`config.mk`:
```
export PLATFORM = sky130hd
export DESIGN_NAME = mem_stage_pipe
export DESIGN_NICKNAME = d
export VERILOG_FILES = /design/src/rtl/mem_stage_pipe.sv
export SDC_FILE = /design/constraint.sdc
export NUM_CORES = 1
export LEC_CHECK = 0
export CAP_MARGIN = 20
export CORE_ASPECT_RATIO = 1.4
export CORE_MARGIN = 2
export CORE_UTILIZATION = 40
export DETAILED_ROUTE_END_ITERATION = 16
export DONT_BUFFER_PORTS = 1
export SKIP_CTS_REPAIR_TIMING = 1
export SYNTH_ARGS = -nofsm -noshare
export SYNTH_HDL_FRONTEND = slang
export SYNTH_SLANG_ARGS = --single-unit
```
`constraint.sdc`:
```
create_clock -name clk -period 2.35 [get_ports clk]
set_input_delay 0.235 -clock clk [delete_from_list [all_inputs] [get_ports clk]]
set_output_delay 0.235 -clock clk [all_outputs]
set_load 0.005 [all_outputs]
```
`src/rtl/mem_stage_pipe.sv`:
```
// EX->MEM stage register: one-cycle accept-to-output latency, full throughput.
// SKID=1 parks one extra entry so in_ready is registered; SKID=0 passes out_ready straight to in_ready.
module mem_stage_pipe #(
  parameter int PC_W   = 30,
  parameter int INSN_W = 32,
  parameter int GPR_W  = 32,
  parameter int RA_W   = 5,
  parameter int SKID   = 1,
  parameter int CNT_W  = 16,
  parameter logic [INSN_W-1:0] NOP_INSN = 32'h00000013
) (
  input  logic              clk,
  input  logic              reset,
  input  logic              flush,
  input  logic              in_valid,
  output logic              in_ready,
  input  logic [PC_W-1:0]   in_pc,
  input  logic [INSN_W-1:0] in_insn,
  input  logic              in_en,
  input  logic [GPR_W-1:0]  in_alu_out,
  input  logic              in_gpr_we_,
  input  logic [RA_W-1:0]   in_dst_addr,
  input  logic [GPR_W-1:0]  in_mem_data,
  output logic              out_valid,
  input  logic              out_ready,
  output logic [PC_W-1:0]   out_pc,
  output logic [INSN_W-1:0] out_insn,
  output logic              out_en,
  output logic [GPR_W-1:0]  out_alu_out,
  output logic              out_gpr_we_,
  output logic [RA_W-1:0]   out_dst_addr,
  output logic [GPR_W-1:0]  out_mem_data,
  output logic [1:0]        occupancy,
  output logic [CNT_W-1:0]  stall_cnt
);

  typedef struct packed {
    logic [PC_W-1:0]   pc;
    logic [INSN_W-1:0] insn;
    logic              en;
    logic [GPR_W-1:0]  alu_out;
    logic              gpr_we_;
    logic [RA_W-1:0]   dst_addr;
    logic [GPR_W-1:0]  mem_data;
  } entry_t;

  localparam entry_t BUBBLE = '{pc: '0, insn: NOP_INSN, en: 1'b0, alu_out: '0,
                                gpr_we_: 1'b1, dst_addr: '0, mem_data: '0};

  typedef enum logic [1:0] {EMPTY = 2'd0, ONE = 2'd1, TWO = 2'd2} state_t;

  state_t           state;
  entry_t           main_q;
  entry_t           skid_q;
  entry_t           in_e;
  logic             rdy_q;
  logic [CNT_W-1:0] stall_q;
  logic             accept;
  logic             emit;

  assign in_e = '{pc: in_pc, insn: in_insn, en: in_en, alu_out: in_alu_out,
                  gpr_we_: in_gpr_we_, dst_addr: in_dst_addr, mem_data: in_mem_data};

  assign out_valid = (state != EMPTY);
  assign in_ready  = (SKID != 0) ? rdy_q : (!out_valid || out_ready);
  assign accept    = in_valid && in_ready;
  assign emit      = out_valid && out_ready;
  assign occupancy = state;
  assign stall_cnt = stall_q;

  assign out_pc       = main_q.pc;
  assign out_insn     = main_q.insn;
  assign out_en       = main_q.en;
  assign out_alu_out  = main_q.alu_out;
  assign out_gpr_we_  = main_q.gpr_we_;
  assign out_dst_addr = main_q.dst_addr;
  assign out_mem_data = main_q.mem_data;

  always_ff @(posedge clk) begin
    if (reset) begin
      state   <= EMPTY;
      main_q  <= BUBBLE;
      skid_q  <= BUBBLE;
      rdy_q   <= 1'b1;
      stall_q <= '0;
    end else begin
      if (out_valid && !out_ready && !flush && stall_q != '1)
        stall_q <= stall_q + 1'b1;
      if (flush) begin
        state  <= EMPTY;
        main_q <= BUBBLE;
        skid_q <= BUBBLE;
        rdy_q  <= 1'b1;
      end else begin
        case (state)
          EMPTY: begin
            if (accept) begin
              main_q <= in_e;
              state  <= ONE;
            end
          end
          ONE: begin
            if (accept && emit) begin
              main_q <= in_e;
            end else if (accept && SKID != 0) begin
              skid_q <= in_e;
              state  <= TWO;
              rdy_q  <= 1'b0;
            end else if (emit) begin
              main_q <= BUBBLE;
              state  <= EMPTY;
            end
          end
          TWO: begin
            // skid always drains into main, preserving FIFO order
            if (emit) begin
              main_q <= skid_q;
              skid_q <= BUBBLE;
              state  <= ONE;
              rdy_q  <= 1'b1;
            end
          end
          default: begin
            state <= EMPTY;
          end
        endcase
      end
    end
  end

endmodule

```
Yosys cells after proc, flatten, opt, wreduce, memory -nomap -nowiden
Cells that the tools add are included.
- output and inout port bits: 153
- bits in registers: 285
- bits of input ports: 138
- logic and storage cells: 62
- mux-type cells: 18
- eq/ne operators: 10
- add/sub/neg operators: 1
- reduce and logical (&&, ||, !) cells: 16
- operators with widths (operator ; number):
    $mux W133 ; 6
    $pmux W133 S3 ; 1
    $pmux W133 S2 ; 1
    $add A16 B1 Y16 const B ; 1
    $ne A16 B16 Y1 const B ; 1
    $mux W2 ; 5
    $ne A3 B3 Y1 const B ; 3
    $ne A2 B2 Y1 const B ; 4
    $reduce_and A4 Y1 ; 2
    $logic_and A1 B1 Y1 ; 6
    $pmux W2 S3 ; 1
    $reduce_and A5 Y1 ; 1
    $reduce_bool A2 Y1 ; 2
    $mux W1 ; 3
    $reduce_bool A3 Y1 ; 1
    $eq A2 B1 Y1 const B ; 1
    $eq A2 B2 Y1 const B ; 1
    $logic_not A1 Y1 ; 2
    $logic_not A2 Y1 ; 1
    $pmux W1 S2 ; 1
    $reduce_or A2 Y1 ; 1

Logic depth before layout (Yosys ltp)
- depth in word-level cells: 6
- depth in mapped cells: 10
- depth with buffers taken out: 6

Worst setup path before layout
No wires, ideal clock.
- kind: register -> register
- start point: reg state[0] (netlist: occupancy[0])
- end point: reg main_q, in the netlist out_alu_out[0]
- library setup time: 0.120 ns
- data required time: 2.230 ns
- stages on the path, launching flop included: 11
- path slack: 0.270 ns
- path buffers: 4
- arrival time: 1.960 ns
- cell sequence: dfxtp_1 inv_1 ha_1 buf_4 nor2_1 mux2_2 buf_2 buf_6 buf_4 a221oi_2 nor2_1
- longest elaborated chain between the ends: 5
- ends and longest elaborated chain (item ; line ; source):
    start: declaration ; 52 ; state_t state;
    start signal: assignment ; 81 ; state <= EMPTY;
    start signal: assignment ; 90 ; state <= EMPTY;
    start signal: assignment ; 99 ; state <= ONE;
    $reduce_bool A2 Y1 ; 64 ; assign out_valid = (state != EMPTY);
    $logic_and A1 B1 Y1 ; 67 ; assign emit = out_valid && out_ready;
    $logic_and A1 B1 Y1 ; 103 ; if (accept && emit) begin
    $ne A3 B3 Y1 (no line) / $mux W133 (equally long branches) ; - ;
    $reduce_and A5 Y1 (no line) / $pmux W133 S3 (equally long branches) ; - ;
    end signal: assignment ; 98 ; main_q <= in_e;
    end signal: assignment ; 104 ; main_q <= in_e;
    end signal: assignment ; 117 ; main_q <= skid_q;
    end: declaration ; 53 ; entry_t main_q;
Parallel ways exist; a longest one is shown, timed or not.
A chain may end at the register's enable or synchronous reset.

Worst setup path in the final report
- start point: reg state[0] (netlist: occupancy[0])
- end point: reg skid_q[49] in the netlist's numbering
- longest elaborated chain between the ends: 5
- ends and longest elaborated chain (item ; line ; source):
    $reduce_bool A2 Y1 ; 64 ;
    $logic_and A1 B1 Y1 ; 67 ;
    $logic_and A1 B1 Y1 ; 103 ;
    $ne A2 B2 Y1 (no line) ; - ;
    $reduce_and A4 Y1 (no line) ; - ;
    end signal: assignment ; 106 ; skid_q <= in_e;
    end: declaration ; 54 ; entry_t skid_q;
Parallel ways exist; a longest one is shown, timed or not.

==> results.sh <==
export IMPL_status="complete, but fails checks"
export IMPL_violations="hold timing"
export IMPL_fin_cells=1819
export IMPL_pre_cts_ws_ns=0.1269
export IMPL_path_cells="inv_1 > ha_1 > buf_4 > and2b_1 > o31ai_4 > buf_12 > nand3b_1 > a21oi_1"
export IMPL_hold_path_class="in2reg"
export IMPL_final_area_sq_um=14890
export IMPL_fin_nets=1559
export IMPL_drt_initial_drc_count=666
export IMPL_slew_headroom=0.4898
export IMPL_globalRouteTotalUtil=0.2114
export IMPL_slowest_delay_ns=0.38
export IMPL_yosysWarnings=0
export IMPL_h_tree_depth=1
export IMPL_crit_start="occupancy[0]$_SDFFE_PP0P_"
export IMPL_gp_congestion=0.7671
export IMPL_slew_viol_final=0
export IMPL_fin_crit_sh=0.9359
export IMPL_num_io_pins=291
export IMPL_synth_area_leader_cell="dfxtp_1"
export IMPL_cts_tree="built"
export IMPL_cts_sinks=285
export IMPL_crit_fanout=74
export IMPL_worst_path_buf_inv=3
export IMPL_fmax_mhz=454.7
export IMPL_synthArstFlopShare=0
export IMPL_r2r_start="occupancy[0]$_SDFFE_PP0P_"
export IMPL_path_clk_slew_ns=0.07
export IMPL_placed_cells=1633
export IMPL_synthFlopType="dfxtp_1"
export IMPL_cellPowerDensity_nw_per_um2=745.3
export IMPL_drt_wl_total_um=35820
export IMPL_skew_ns=0.006677
export IMPL_worst_slew_pin_slew_ns=0.7653
export IMPL_antenna_left=0
export IMPL_cts_buffers=28
export IMPL_setup_viol=0
export IMPL_fp_dieW_um=150.8
export IMPL_diodes=0
export IMPL_crit_slowest_cell="buf_12"
export IMPL_grt_pass1_vias=9735
export IMPL_syn_avg_cell_area_sq_um=8.987
export IMPL_tns_ns=0
export IMPL_antenna_found_initial=0
export IMPL_rows=75
export IMPL_gr_total_overflow=0
export IMPL_maxCapViolCount=0
export IMPL_reg2reg_depth=8
export IMPL_cp_depth=8
export IMPL_holdWs_ns=-0.01236
export IMPL_power_mw=11.09
export IMPL_hold_viol=3
export IMPL_synthToLayoutAreaGrowth_pct=23.35
export IMPL_synth_area_top_cells="dfxtp_1 (47%), a221oi_2 (8.7%), nand3b_1 (8.1%)"
export IMPL_die_area_sq_um=31600
export IMPL_ys_ff_latch=285
export IMPL_clk_latency_ns=0.55
export IMPL_synth_most_common_cell="dfxtp_1"
export IMPL_critPathKind="reg2reg"
export IMPL_vdd_drop_max_mv=0.5164
export IMPL_start_kind="flip-flop"
export IMPL_port_buffers=0
export IMPL_placedInstanceArea_sq_um=12530
export IMPL_die_h_um=209.5
export IMPL_synth_cells=1343
export IMPL_post_route_util=0.4989
export IMPL_setup_slack_ns=0.1505
export IMPL_ctsLongestPathBuffers=3
export IMPL_cp_top_family="buffers and inverters"
export IMPL_syn_area_sq_um=12070
export IMPL_final_layout_size_suffix_gt1_frac=0.1185
export IMPL_synth_edf_count=0
export IMPL_min_period_ns=2.199
export IMPL_yosysTopAreaCellShare=0.4727
export IMPL_core_sq_um=29840
export IMPL_cts_root_buf="clkbuf_16"
export IMPL_first_pass_iters=5
export IMPL_yosys_top_cells_count="dfxtp_1 (285), a21oi_1 (152), o21ai_0 (146)"
export IMPL_p_leak_nw=5.038
export IMPL_wl_per_cell_um=19.69
export IMPL_r2r_setup_slack_ns=0.15
export IMPL_critPathRequiredTime_ns=2.82
export IMPL_r2r_end="skid_q[49]$_SDFFE_PP0P_"
export IMPL_yosysSeqAreaShare=0.4727
export IMPL_vias=10620
export IMPL_routed_via_density=5.836
export IMPL_cp_arrival_ns=2.67
export IMPL_synth_cell_type_count=46
export IMPL_grt_pass1_wl_um=54140
export IMPL_dp_hpwl_um=20940
export IMPL_endpoint_kind="flip-flop"
export IMPL_grt_max_degree=97
export IMPL_synth_nets=1486
export IMPL_initial_core_util=0.4044
export IMPL_cp_endpoint="skid_q[49]$_SDFFE_PP0P_"
export IMPL_drt_drc_violations_left=0
==> worst register-to-register path, delay by kind of cell, from the launching register on <==
family          cells  cell delay [ns]
buf+inv             3             0.69
compound gates      2             0.51
simple gates        2             0.38
flops               1             0.31
fa+ha+maj           1             0.24
==> cell type report <==
cell class | instances | area (sq um)
multi-input combinational | 917 | 5794
fill | 2725 | 14950
inverter | 5 | 18.77
clock inverter | 9 | 151.4
timing repair buffer | 179 | 1912
sequential | 285 | 5705
tap | 385 | 481.7
clock buffer | 39 | 823.3
==> layout by cell type (no fill, tap or decap), drive strengths merged, types with 4 or more instances in the layout <==
| cell | netlist | final |
|---|---|---|
| nand3 | 9 | 9 |
| a221oi | 129 | 129 |
| dfxtp | 285 | 285 |
| or3 | 4 | 4 |
| nand4 | 4 | 4 |
| a21oi | 152 | 152 |
| dlygate4sd3 | 0 | 137 |
| clkinv | 0 | 4 |
| buf | 51 | 42 |
| bufinv | 0 | 4 |
| inv | 5 | 5 |
| nor2 | 140 | 140 |
| o21a | 4 | 4 |
| or4 | 10 | 10 |
| o21ai | 149 | 149 |
| nand2 | 135 | 135 |
| nor3 | 6 | 6 |
| ha | 5 | 5 |
| nor4 | 4 | 4 |
| o31ai | 10 | 10 |
| clkbuf | 85 | 39 |
| nand3b | 130 | 130 |
==> how the worst min path moves through the flow <==
stage,startpoint,endpoint,slack [ns],cells after the start
2_1_floorplan,in_pc[19],out_pc[19]$_SDFFE_PP0P_,0.39,2
3_3_place_gp,reset,stall_cnt[9]$_SDFFE_PP0P_,0.31,1
5_1_grt,in_gpr_we_,out_gpr_we_$_SDFFE_PP1P_,0.007,3
3_5_place_dp,reset,stall_cnt[6]$_SDFFE_PP0P_,0.31,1
4_1_cts,reset,stall_cnt[9]$_SDFFE_PP0P_,-0.28,1
6_report,in_insn[0],out_insn[0]$_SDFFE_PP1P_,-0.01,3
==> sequential cells by signal (all words and copies together) (netlist names) <==
name          cells
in_ready          1
skid_q          133
out_gpr_we_       1
out_dst_addr      5
occupancy         2
out_en            1
out_mem_data     32
out_insn         32
out_pc           30
out_alu_out      32
stall_cnt        16
==> report_power, final <==
part           leakage [nW]  total (mW)  switching, mW  internal [mW]
registers              2.31        5.12          0.127           4.99
logic                  2.25        1.20          0.699          0.505
clock network         0.478        4.78           1.91           2.87
total                  5.04        11.1           2.74           8.36
==> layer usage <==
| metal | global-route usage | part of all wire | vias to the layer above |
|---|---|---|---|
| met4 | 0.07380 | 0.022 | 0 |
| li1 | - | - | 5026 |
| met5 | 0 | 0 | - |
| met1 | 0.2559 | 0.41 | 5161 |
| met2 | 0.3528 | 0.49 | 371 |
| met3 | 0.06609 | 0.078 | 58 |
==> logic make-up (layout without fill, tap and decap cells) <==
family,after synthesis,after routing,share of synthesized area
muxes,4,4,0.003525
DFF,285,285,0.4727
and+or+nand+nor,457,457,0.1966
adders and majority gates,5,5,0.005183
buffers and inverters,141,232,0.05256
AOI/OAI and AO/OA,451,451,0.2694
Power figures use the tool's default switching activity.
